--- src/rtl/loader_pkg.sv ---
// Shared types for the program loader: FSM states and error codes.
// Imported by program_loader and loader_timeout.
package loader_pkg;

    typedef enum logic [2:0] {
        IDLE,
        LEN,
        DATA,
        CSUM,
        DONE,
        ERR
    } state_t;

    localparam logic [1:0] ERR_NONE = 2'b00;
    localparam logic [1:0] ERR_LEN  = 2'b01;
    localparam logic [1:0] ERR_CSUM = 2'b10;
    localparam logic [1:0] ERR_TMO  = 2'b11;

    // True while a frame is being received (idle watchdog armed).
    function automatic logic is_busy_state(input state_t s);
        return (s == LEN) || (s == DATA) || (s == CSUM);
    endfunction

endpackage

--- src/rtl/loader_timeout.sv ---
// Idle watchdog: counts enabled cycles since the last clear.
// Ports: clk, rst (async high), clr, en in; expired out.
module loader_timeout
    import loader_pkg::*;
#(
    parameter int LIMIT = 255
) (
    input  logic clk,
    input  logic rst,
    input  logic clr,
    input  logic en,
    output logic expired
);

    localparam int CW = $clog2(LIMIT + 1);
    localparam logic [CW-1:0] LAST = CW'(LIMIT - 1);

    logic [CW-1:0] count;

    // Fires in the LIMIT-th idle cycle; a clear in the
    // same cycle (accepted byte) takes priority.
    assign expired = en && !clr && (count == LAST);

    always_ff @(posedge clk or posedge rst) begin
        if (rst) begin
            count <= '0;
        end else if (clr || expired) begin
            count <= '0;
        end else if (en) begin
            count <= count + CW'(1);
        end
    end

endmodule

--- src/rtl/program_loader.sv ---
// Frame receiver that writes a SYNC/LEN/payload/CSUM stream into program RAM.
// Ports: clk, rst, in_valid/in_data/in_ready stream; ram_addr/ram_data/ram_we; cpu_rst, busy, done, error.
module program_loader
    import loader_pkg::*;
#(
    parameter int                ADDR_W    = 6,
    parameter int                DATA_W    = 8,
    parameter logic [DATA_W-1:0] SYNC_BYTE = 8'hA5,
    parameter int                TIMEOUT   = 255
) (
    input  logic              clk,
    input  logic              rst,
    input  logic              in_valid,
    input  logic [DATA_W-1:0] in_data,
    output logic              in_ready,
    output logic [ADDR_W-1:0] ram_addr,
    output logic [DATA_W-1:0] ram_data,
    output logic              ram_we,
    output logic              cpu_rst,
    output logic              busy,
    output logic              done,
    output logic [1:0]        error
);

    localparam int MAX_LEN = 2 ** ADDR_W;
    // LEN is never truncated before the range check.
    localparam int LW = (DATA_W > ADDR_W + 1) ? DATA_W : ADDR_W + 1;
    localparam logic [ADDR_W:0] REM_ONE = {{ADDR_W{1'b0}}, 1'b1};

    state_t            state;
    logic [ADDR_W-1:0] addr;
    logic [ADDR_W:0]   remaining;
    logic [DATA_W-1:0] sum;

    logic              accept;
    logic              is_sync;
    logic [LW-1:0]     len_in;
    logic              len_bad;
    logic              tmo_en;
    logic              tmo_exp;
    logic              fail;
    logic [1:0]        fail_code;

    always_comb begin
        in_ready = 1'b0;
        unique case (state)
            IDLE, LEN, DATA,
            CSUM, DONE, ERR: in_ready = 1'b1;
            default:         in_ready = 1'b0;
        endcase
    end

    assign accept  = in_valid && in_ready;
    assign is_sync = (in_data == SYNC_BYTE);
    assign len_in  = LW'(in_data);
    assign len_bad = (len_in == '0) || (len_in > LW'(MAX_LEN));
    assign tmo_en  = is_busy_state(state);

    loader_timeout #(
        .LIMIT   (TIMEOUT)
    ) u_timeout (
        .clk     (clk),
        .rst     (rst),
        .clr     (accept),
        .en      (tmo_en),
        .expired (tmo_exp)
    );

    // Every path into ERR, with its code. tmo_exp is already
    // masked by accept, so an arriving byte beats the timeout.
    always_comb begin
        fail      = 1'b0;
        fail_code = ERR_NONE;
        unique case (state)
            LEN: begin
                if (accept && len_bad) begin
                    fail      = 1'b1;
                    fail_code = ERR_LEN;
                end else if (tmo_exp) begin
                    fail      = 1'b1;
                    fail_code = ERR_TMO;
                end
            end
            DATA: begin
                if (tmo_exp) begin
                    fail      = 1'b1;
                    fail_code = ERR_TMO;
                end
            end
            CSUM: begin
                if (accept && (in_data != sum)) begin
                    fail      = 1'b1;
                    fail_code = ERR_CSUM;
                end else if (tmo_exp) begin
                    fail      = 1'b1;
                    fail_code = ERR_TMO;
                end
            end
            default: begin
                fail      = 1'b0;
                fail_code = ERR_NONE;
            end
        endcase
    end

    always_ff @(posedge clk or posedge rst) begin
        if (rst) begin
            state     <= IDLE;
            addr      <= '0;
            remaining <= '0;
            sum       <= '0;
            ram_addr  <= '0;
            ram_data  <= '0;
            ram_we    <= 1'b0;
            cpu_rst   <= 1'b1;
            busy      <= 1'b0;
            done      <= 1'b0;
            error     <= ERR_NONE;
        end else begin
            ram_we <= 1'b0;
            if (fail) begin
                state   <= ERR;
                busy    <= 1'b0;
                done    <= 1'b0;
                cpu_rst <= 1'b1;
                error   <= fail_code;
            end else begin
                unique case (state)
                    IDLE, DONE, ERR: begin
                        if (accept && is_sync) begin
                            state   <= LEN;
                            busy    <= 1'b1;
                            cpu_rst <= 1'b1;
                            done    <= 1'b0;
                            error   <= ERR_NONE;
                        end
                    end
                    LEN: begin
                        if (accept) begin
                            remaining <= len_in[ADDR_W:0];
                            addr      <= '0;
                            sum       <= '0;
                            state     <= DATA;
                        end
                    end
                    DATA: begin
                        if (accept) begin
                            ram_we    <= 1'b1;
                            ram_addr  <= addr;
                            ram_data  <= in_data;
                            sum       <= sum + in_data;
                            remaining <= remaining - REM_ONE;
                            // Hold addr on the last byte so it never wraps.
                            if (remaining == REM_ONE) begin
                                state <= CSUM;
                            end else begin
                                addr <= addr + 1'b1;
                            end
                        end
                    end
                    CSUM: begin
                        if (accept) begin
                            state   <= DONE;
                            busy    <= 1'b0;
                            done    <= 1'b1;
                            cpu_rst <= 1'b0;
                        end
                    end
                    default: begin
                        state <= IDLE;
                    end
                endcase
            end
        end
    end

endmodule

--- config.mk ---
export PLATFORM = sky130hd
export DESIGN_NAME = program_loader
export DESIGN_NICKNAME = d
export VERILOG_FILES = /design/src/rtl/loader_pkg.sv /design/src/rtl/loader_timeout.sv /design/src/rtl/program_loader.sv
export SDC_FILE = /design/constraint.sdc
export NUM_CORES = 1
export LEC_CHECK = 0
export CORE_MARGIN = 4
export CORE_UTILIZATION = 40
export DETAILED_ROUTE_END_ITERATION = 8
export GPL_TIMING_DRIVEN = 0
export HOLD_SLACK_MARGIN = 0.08
export PLACE_DENSITY = 0.59
export SLEW_MARGIN = 20
export SYNTH_ARGS = -nofsm -noshare
export SYNTH_HDL_FRONTEND = slang
export SYNTH_SLANG_ARGS = --single-unit
--- constraint.sdc ---
create_clock -name clk -period 2 [get_ports clk]
set_clock_uncertainty 0.1 [all_clocks]
set_input_delay 0.4 -clock clk [delete_from_list [all_inputs] [get_ports clk]]
set_output_delay 0.4 -clock clk [all_outputs]
set_load 0.01 [all_outputs]
Word-level counts from Yosys, hierarchy flattened
Index checks and enable logic that the tools add are counted.

Output and inout port bits: 21. Input port bits: 11. Flip-flop bits (word level): 52.

Add/subtract/negate cells: 4. Equality and inequality tests: 17. Magnitude comparators: 1. Mux-type cells: 43. Reduce and logical (&&, ||, !) cells: 26. Bitwise logic cells: 1.

Operators with widths (number): two-way mux 8 bit (4); two-way mux 3 bit (6); two-way mux 6 bit (3); equality test 8 bit, second input constant (2); case mux 8 bit (2 select lines) (1); two-way mux 1 bit (14); two-way mux 7 bit (2); case mux 7 bit (2 select lines) (1); two-way mux 2 bit (6); != test 3 bit, second input constant (4); case mux 3 bit (4 select lines) (1); case mux 6 bit (2 select lines) (1); AND reduction 5 bit (2); adder 8 x 1 -> 8 bit, second input constant (1); adder 8 bit (1); > comparator 8 x 7 -> 1 bit, second input constant (1); logical NOT 8 bit (1); != test 8 bit (1); nonzero test 2 bit (4); equality test 7 x 1 -> 1 bit, second input constant (1); subtractor 7 x 1 -> 7 bit, second input constant (1); adder 6 x 1 -> 6 bit, second input constant (1); equality test 3 x 2 -> 1 bit, second input constant (2); equality test 3 bit, second input constant (2); 17 further kinds (29).

Depth between registers and ports, before layout
Depth after elaboration: 12. Depth in mapped cells: 9.

Hierarchy
From an unflattened synthesis, not the netlist that was laid out.

Cell total of the unflattened synthesis: 352. Area, all modules: 3179.3 µm².

Modules (own cells, without submodules): program_loader (cells each 305, instances 1, sequential area each 1102.3 µm², area each 2705.1 µm²); loader_timeout (cells each 47, instances 1, sequential area each 200.2 µm², area each 474.2 µm²).

Worst setup path before layout
No wires, ideal clock.

Path kind: input-to-reg. Start: input in_data[0]. End: register sum[6]. Required time: 1.779 ns. Library setup time: 0.121 ns. Setup slack: -0.001 ns. Arrival time: 1.780 ns. Stages on the path: 7. Cells stage by stage: ha_1 -> fa_1 -> a21o_1 -> a21oi_1 -> o21ai_0 -> xor2_1 -> a22o_1.

Longest elaborated chain between the ends: 7. Elaborated cells on any way between the ends: 14.

RTL lines: start: declaration (RTL line program_loader.sv:14) `input logic [DATA_W-1:0] in_data,`; > comparator 8 x 7 -> 1 bit / logical NOT 8 bit (equally long branches) (RTL line program_loader.sv:56) `assign len_bad = (len_in == '0) || (len_in > LW'(MAX_LEN));`; logical OR 1 bit (RTL line program_loader.sv:56); logical AND 1 bit (RTL line program_loader.sv:76) `if (accept && len_bad) begin`; two-way mux 1 bit (RTL line program_loader.sv:76); case mux 1 bit (3 select lines) (RTL line program_loader.sv:74) `unique case (state)`; NOT 1 bit (no source line); AND reduction 4 bit (no source line); end signal: assignment (RTL line program_loader.sv:151) `sum <= sum + in_data;`; end: declaration (RTL line program_loader.sv:33) `logic [DATA_W-1:0] sum;`.

Several ways; a longest one is shown, not always the timed one. The select of a mux whose other input is x is not followed. A chain may end at the register's enable or synchronous reset.

Worst setup path in the final report
Start: input in_data[0]. End: register addr[2].

Longest elaborated chain between the ends: 7. Elaborated cells on any way between the ends: 11.

RTL lines: > comparator 8 x 7 -> 1 bit / logical NOT 8 bit (equally long branches) (RTL line program_loader.sv:56); logical OR 1 bit (RTL line program_loader.sv:56); logical AND 1 bit (RTL line program_loader.sv:76); two-way mux 1 bit (RTL line program_loader.sv:76); case mux 1 bit (3 select lines) (*) (RTL line program_loader.sv:74); NOT 1 bit (no source line) (*); AND reduction 5 bit (no source line) (*); end signal: assignment (RTL line program_loader.sv:157) `addr <= addr + 1'b1;`; end: declaration (RTL line program_loader.sv:31) `logic [ADDR_W-1:0] addr;`.

Mark *: on every way between the ends. The rest lies on a longest branch, timed or not.

==> impl_metrics.py <==
metrics = {
    "status": {
        "status": "finished, final reports clean",
    },
    "global_routing": {
        "grt_max_degree": 53,
        "grt_pass1_wl_mm": 12.08,
        "grt_usage": 0.1763,
        "antenna_found_initial": 0,
        "grt-ovfl-total": 0,
        "grt_pass1_vias": 2492,
    },
    "synth": {
        "synthFlopType": "dfrtp_1",
        "netlist_instances": 314,
        "yosysWarnings": 0,
        "async_flop_share": 1.000,
        "ys_seq_elements": 52,
        "netlist_area_um2": 2900,
        "synth.distinct_cells": 56,
        "synth_area_per_cell_um2": 9.237,
        "synth-edff-count": 0,
        "ys_seq_area_frac": 0.4491,
        "syn_nets": 338,
    },
    "place": {
        "dpl_worst_slack_ns": -0.9669,
        "gp_congestion": 0.8264,
        "detailed_place_hpwl_mm": 4.826,
        "placement.cell_area_um2": 3337,
        "port_buffers": 31,
    },
    "sta": {
        "hold_ws_ns": 0.3054,
        "slew_headroom": 0.5762,
        "fin_crit_ns": 1.991,
        "rsz0062_at_grt": "true",
        "setup_viol": 0,
        "tns_ns": 0,
        "setup_ws_ns": 0.008687,
        "slew_violations": 0,
        "tightest_slew_ns": 0.6356,
        "finalHoldViolations": 0,
        "period_share": 0.9957,
        "clock.fmax_ghz": 0.5022,
    },
    "worst_setup_path": {
        "r2r_slack_ns": 0.03,
        "regToRegStartpoint": "state[2]",
        "cp_cell_sequence": "clkdlybuf4s15_2 > nor3_4 > and4_4 > nor3_2 > or3_4 > buf_8 > a211o_1",
        "crit_path_end_kind": "register",
        "worstSetupPathType": "primary input to register",
        "start_kind": "primary input",
        "worstRegToRegCells": 7,
        "rr_endpoint": "addr[2]",
        "crit_start": "in_data[0]",
        "worstPathMaxFanout": 6,
        "max_stage_delay_ns": 0.45,
        "critPathSlowestCell": "or3_4",
        "arrival_ns": 2.09,
        "required_ns": 2.10,
    },
    "clock_tree": {
        "cts-root-buf": "clkbuf_8",
        "clock_latency_ns": 0.31,
        "path_clk_slew_ns": 0.10,
        "tritoncts": "done",
        "cts_sinks": 52,
        "cts_buffers": 5,
        "htreeDepth": 2,
        "clk_path_buf_depth": 2,
        "hold_buffers": 0,
    },
    "route": {
        "first_pass_iters": 4,
        "routed_wl_mm": 7.357,
        "drcViolationCount": 0,
        "wl_per_cell_um": 15.72,
        "ant_nets": 0,
        "drt-initial-drc-count": 135,
        "vias": 2470,
        "drt-vias-per-instance": 5.278,
    },
    "worst_hold_path": {
        "min-delay-start": "in_data[1]",
        "hold_depth": 3,
        "hp-class": "primary input to register",
        "whs_endpoint": "ram_data[1]",
    },
    "finish": {
        "fin_nets": 396,
        "multi_input_area_um2": 1689,
        "nFillCells": 667,
        "syn_to_final_growth_pct": 31.88,
        "drive_above_1_share": 0.2419,
        "antenna_cells": 0,
        "final_area_um2": 3825,
        "regArea_um2": 1304,
    },
    "power_and_ir_drop": {
        "power_leakage_nw": 1.725,
        "seqPwrFrac": 0.350,
        "finalPower_mw": 4.709,
        "power_density_nw_per_um2": 1231,
        "switchingPower_mw": 1.786,
        "vdd_drop_max_mv": 0.7232,
        "internal_power_mw": 2.923,
        "comb_power_share": 0.526,
        "clkPwrFrac": 0.125,
        "switching_share": 0.3794,
    },
    "job": {
        "cap_violations": 0,
    },
    "floorplan": {
        "ios": 32,
        "die_w_um": 93.15,
        "die_area_um2": 8677,
        "die_h_um": 93.15,
        "std_cell_rows": 30,
        "core_um2": 6907,
        "initial_utilization": 0.4199,
    },
}
state kept, by name, summed over array words and instances (netlist names):
| signal | flops |
|---|---|
| addr | 6 |
| busy | 1 |
| cpu_rst | 1 |
| done | 1 |
| error | 2 |
| ram_addr | 6 |
| ram_data | 8 |
| ram_we | 1 |
| remaining | 7 |
| state | 3 |
| sum | 8 |
| u_timeout.count | 8 |
cells in the final DEF (no fill, tap or decap), types with 5 or more instances in the layout:
cell type | synthesis | final
clkdlybuf4s50_1 | 0 | 21
nor3_1 | 11 | 8
clkdlybuf4s15_2 | 0 | 5
a22o_1 | 7 | 7
clkbuf_8 | 0 | 5
a21oi_1 | 20 | 19
buf_4 | 0 | 22
inv_1 | 10 | 9
o21ai_0 | 11 | 10
ha_4 | 0 | 6
nand4_1 | 7 | 7
nor2_1 | 21 | 21
ha_1 | 12 | 5
nand2_1 | 59 | 56
xnor2_1 | 6 | 6
dfrtp_1 | 51 | 50
nand3_1 | 12 | 12
xor2_1 | 5 | 5
worst max-delay path, delay by kind of cell:
kind                   cells  cell delay [ns]
and+or+nand+nor            4             1.01
buffers and inverters      2             0.42
AOI/OAI and AO/OA          1             0.25
kinds of logic after synthesis:
family,synth area share
buffers and inverters,0.03969
DFF,0.4491
muxes,0.007765
adders and majority gates,0.05867
and+or+nand+nor,0.2472
xor gates and xnor gates,0.03322
AOI/OAI and AO/OA,0.1644
power groups by stage:
stage	registers [mW]	clock network (mW)	logic (mW)
4_1_cts	1.64	0.601	2.33
2_1_floorplan	1.67	0	1.30
6_report	1.65	0.587	2.48
3_5_place_dp	1.65	0	1.97
5_1_grt	1.70	0.646	2.73
3_3_place_gp	1.64	0	1.95
stage by stage:
stage               cells    util
CTS                   464  0.5393
detailed placement    441  0.4832
floorplan             314       -
finish                468  0.5538
global route          468  0.5538
global placement      441  0.4828
synthesized netlist by cell type (5+ instances only):
| cell | instances | area share |
|---|---|---|
| nand4_1 | 7 | 0.015 |
| ha_1 | 12 | 0.052 |
| nand2_1 | 59 | 0.076 |
| a21oi_1 | 20 | 0.035 |
| a22o_1 | 7 | 0.021 |
| buf_2 | 5 | 0.0086 |
| nor2_1 | 21 | 0.027 |
| clkbuf_1 | 5 | 0.0065 |
| dfrtp_1 | 51 | 0.44 |
| xnor2_1 | 6 | 0.018 |
| o21ai_0 | 11 | 0.019 |
| xor2_1 | 5 | 0.015 |
| nand3_1 | 12 | 0.021 |
| nor3_1 | 11 | 0.019 |
| inv_1 | 10 | 0.013 |
area by class of cell:
| type | count | share of cell area |
|---|---|---|
| Multi-Input combinational cell | 239 | 0.4416 |
| Sequential cell | 52 | 0.3409 |
| Timing Repair Buffer | 54 | 0.1312 |
| Tap cell | 96 | 0.03140 |
| Buffer | 10 | 0.02323 |
| Clock buffer | 5 | 0.01799 |
| Inverter | 10 | 0.01047 |
| Clock inverter | 2 | 0.003271 |
worst max path at each step:
stage                         end  slack, ns  depth (start not counted)
after floorplan              busy       0.02                          6
after global placement       busy      -0.98                          7
after detailed placement     busy      -0.97                          7
after CTS                 addr[2]      -0.03                          8
after global routing         busy      -0.02                          7
final                     addr[2]      0.009                          7
metal layers:
| metal | up-vias | track usage | part of all wire |
|---|---|---|---|
| li1 | 1233 | - | - |
| met5 | - | 0 | 0 |
| met2 | 51 | 0.3029 | 0.50 |
| met1 | 1177 | 0.2289 | 0.46 |
| met4 | 0 | 0.05250 | 0.012 |
| met3 | 9 | 0.02735 | 0.033 |
what timing repair did:
action,in CTS,in global routing
resized for setup,58,32
cloned,1,0
setup endpoints to repair,50,43
pin swaps,13,15
setup buffers,17,5
(Power assumes the default switching activity.)
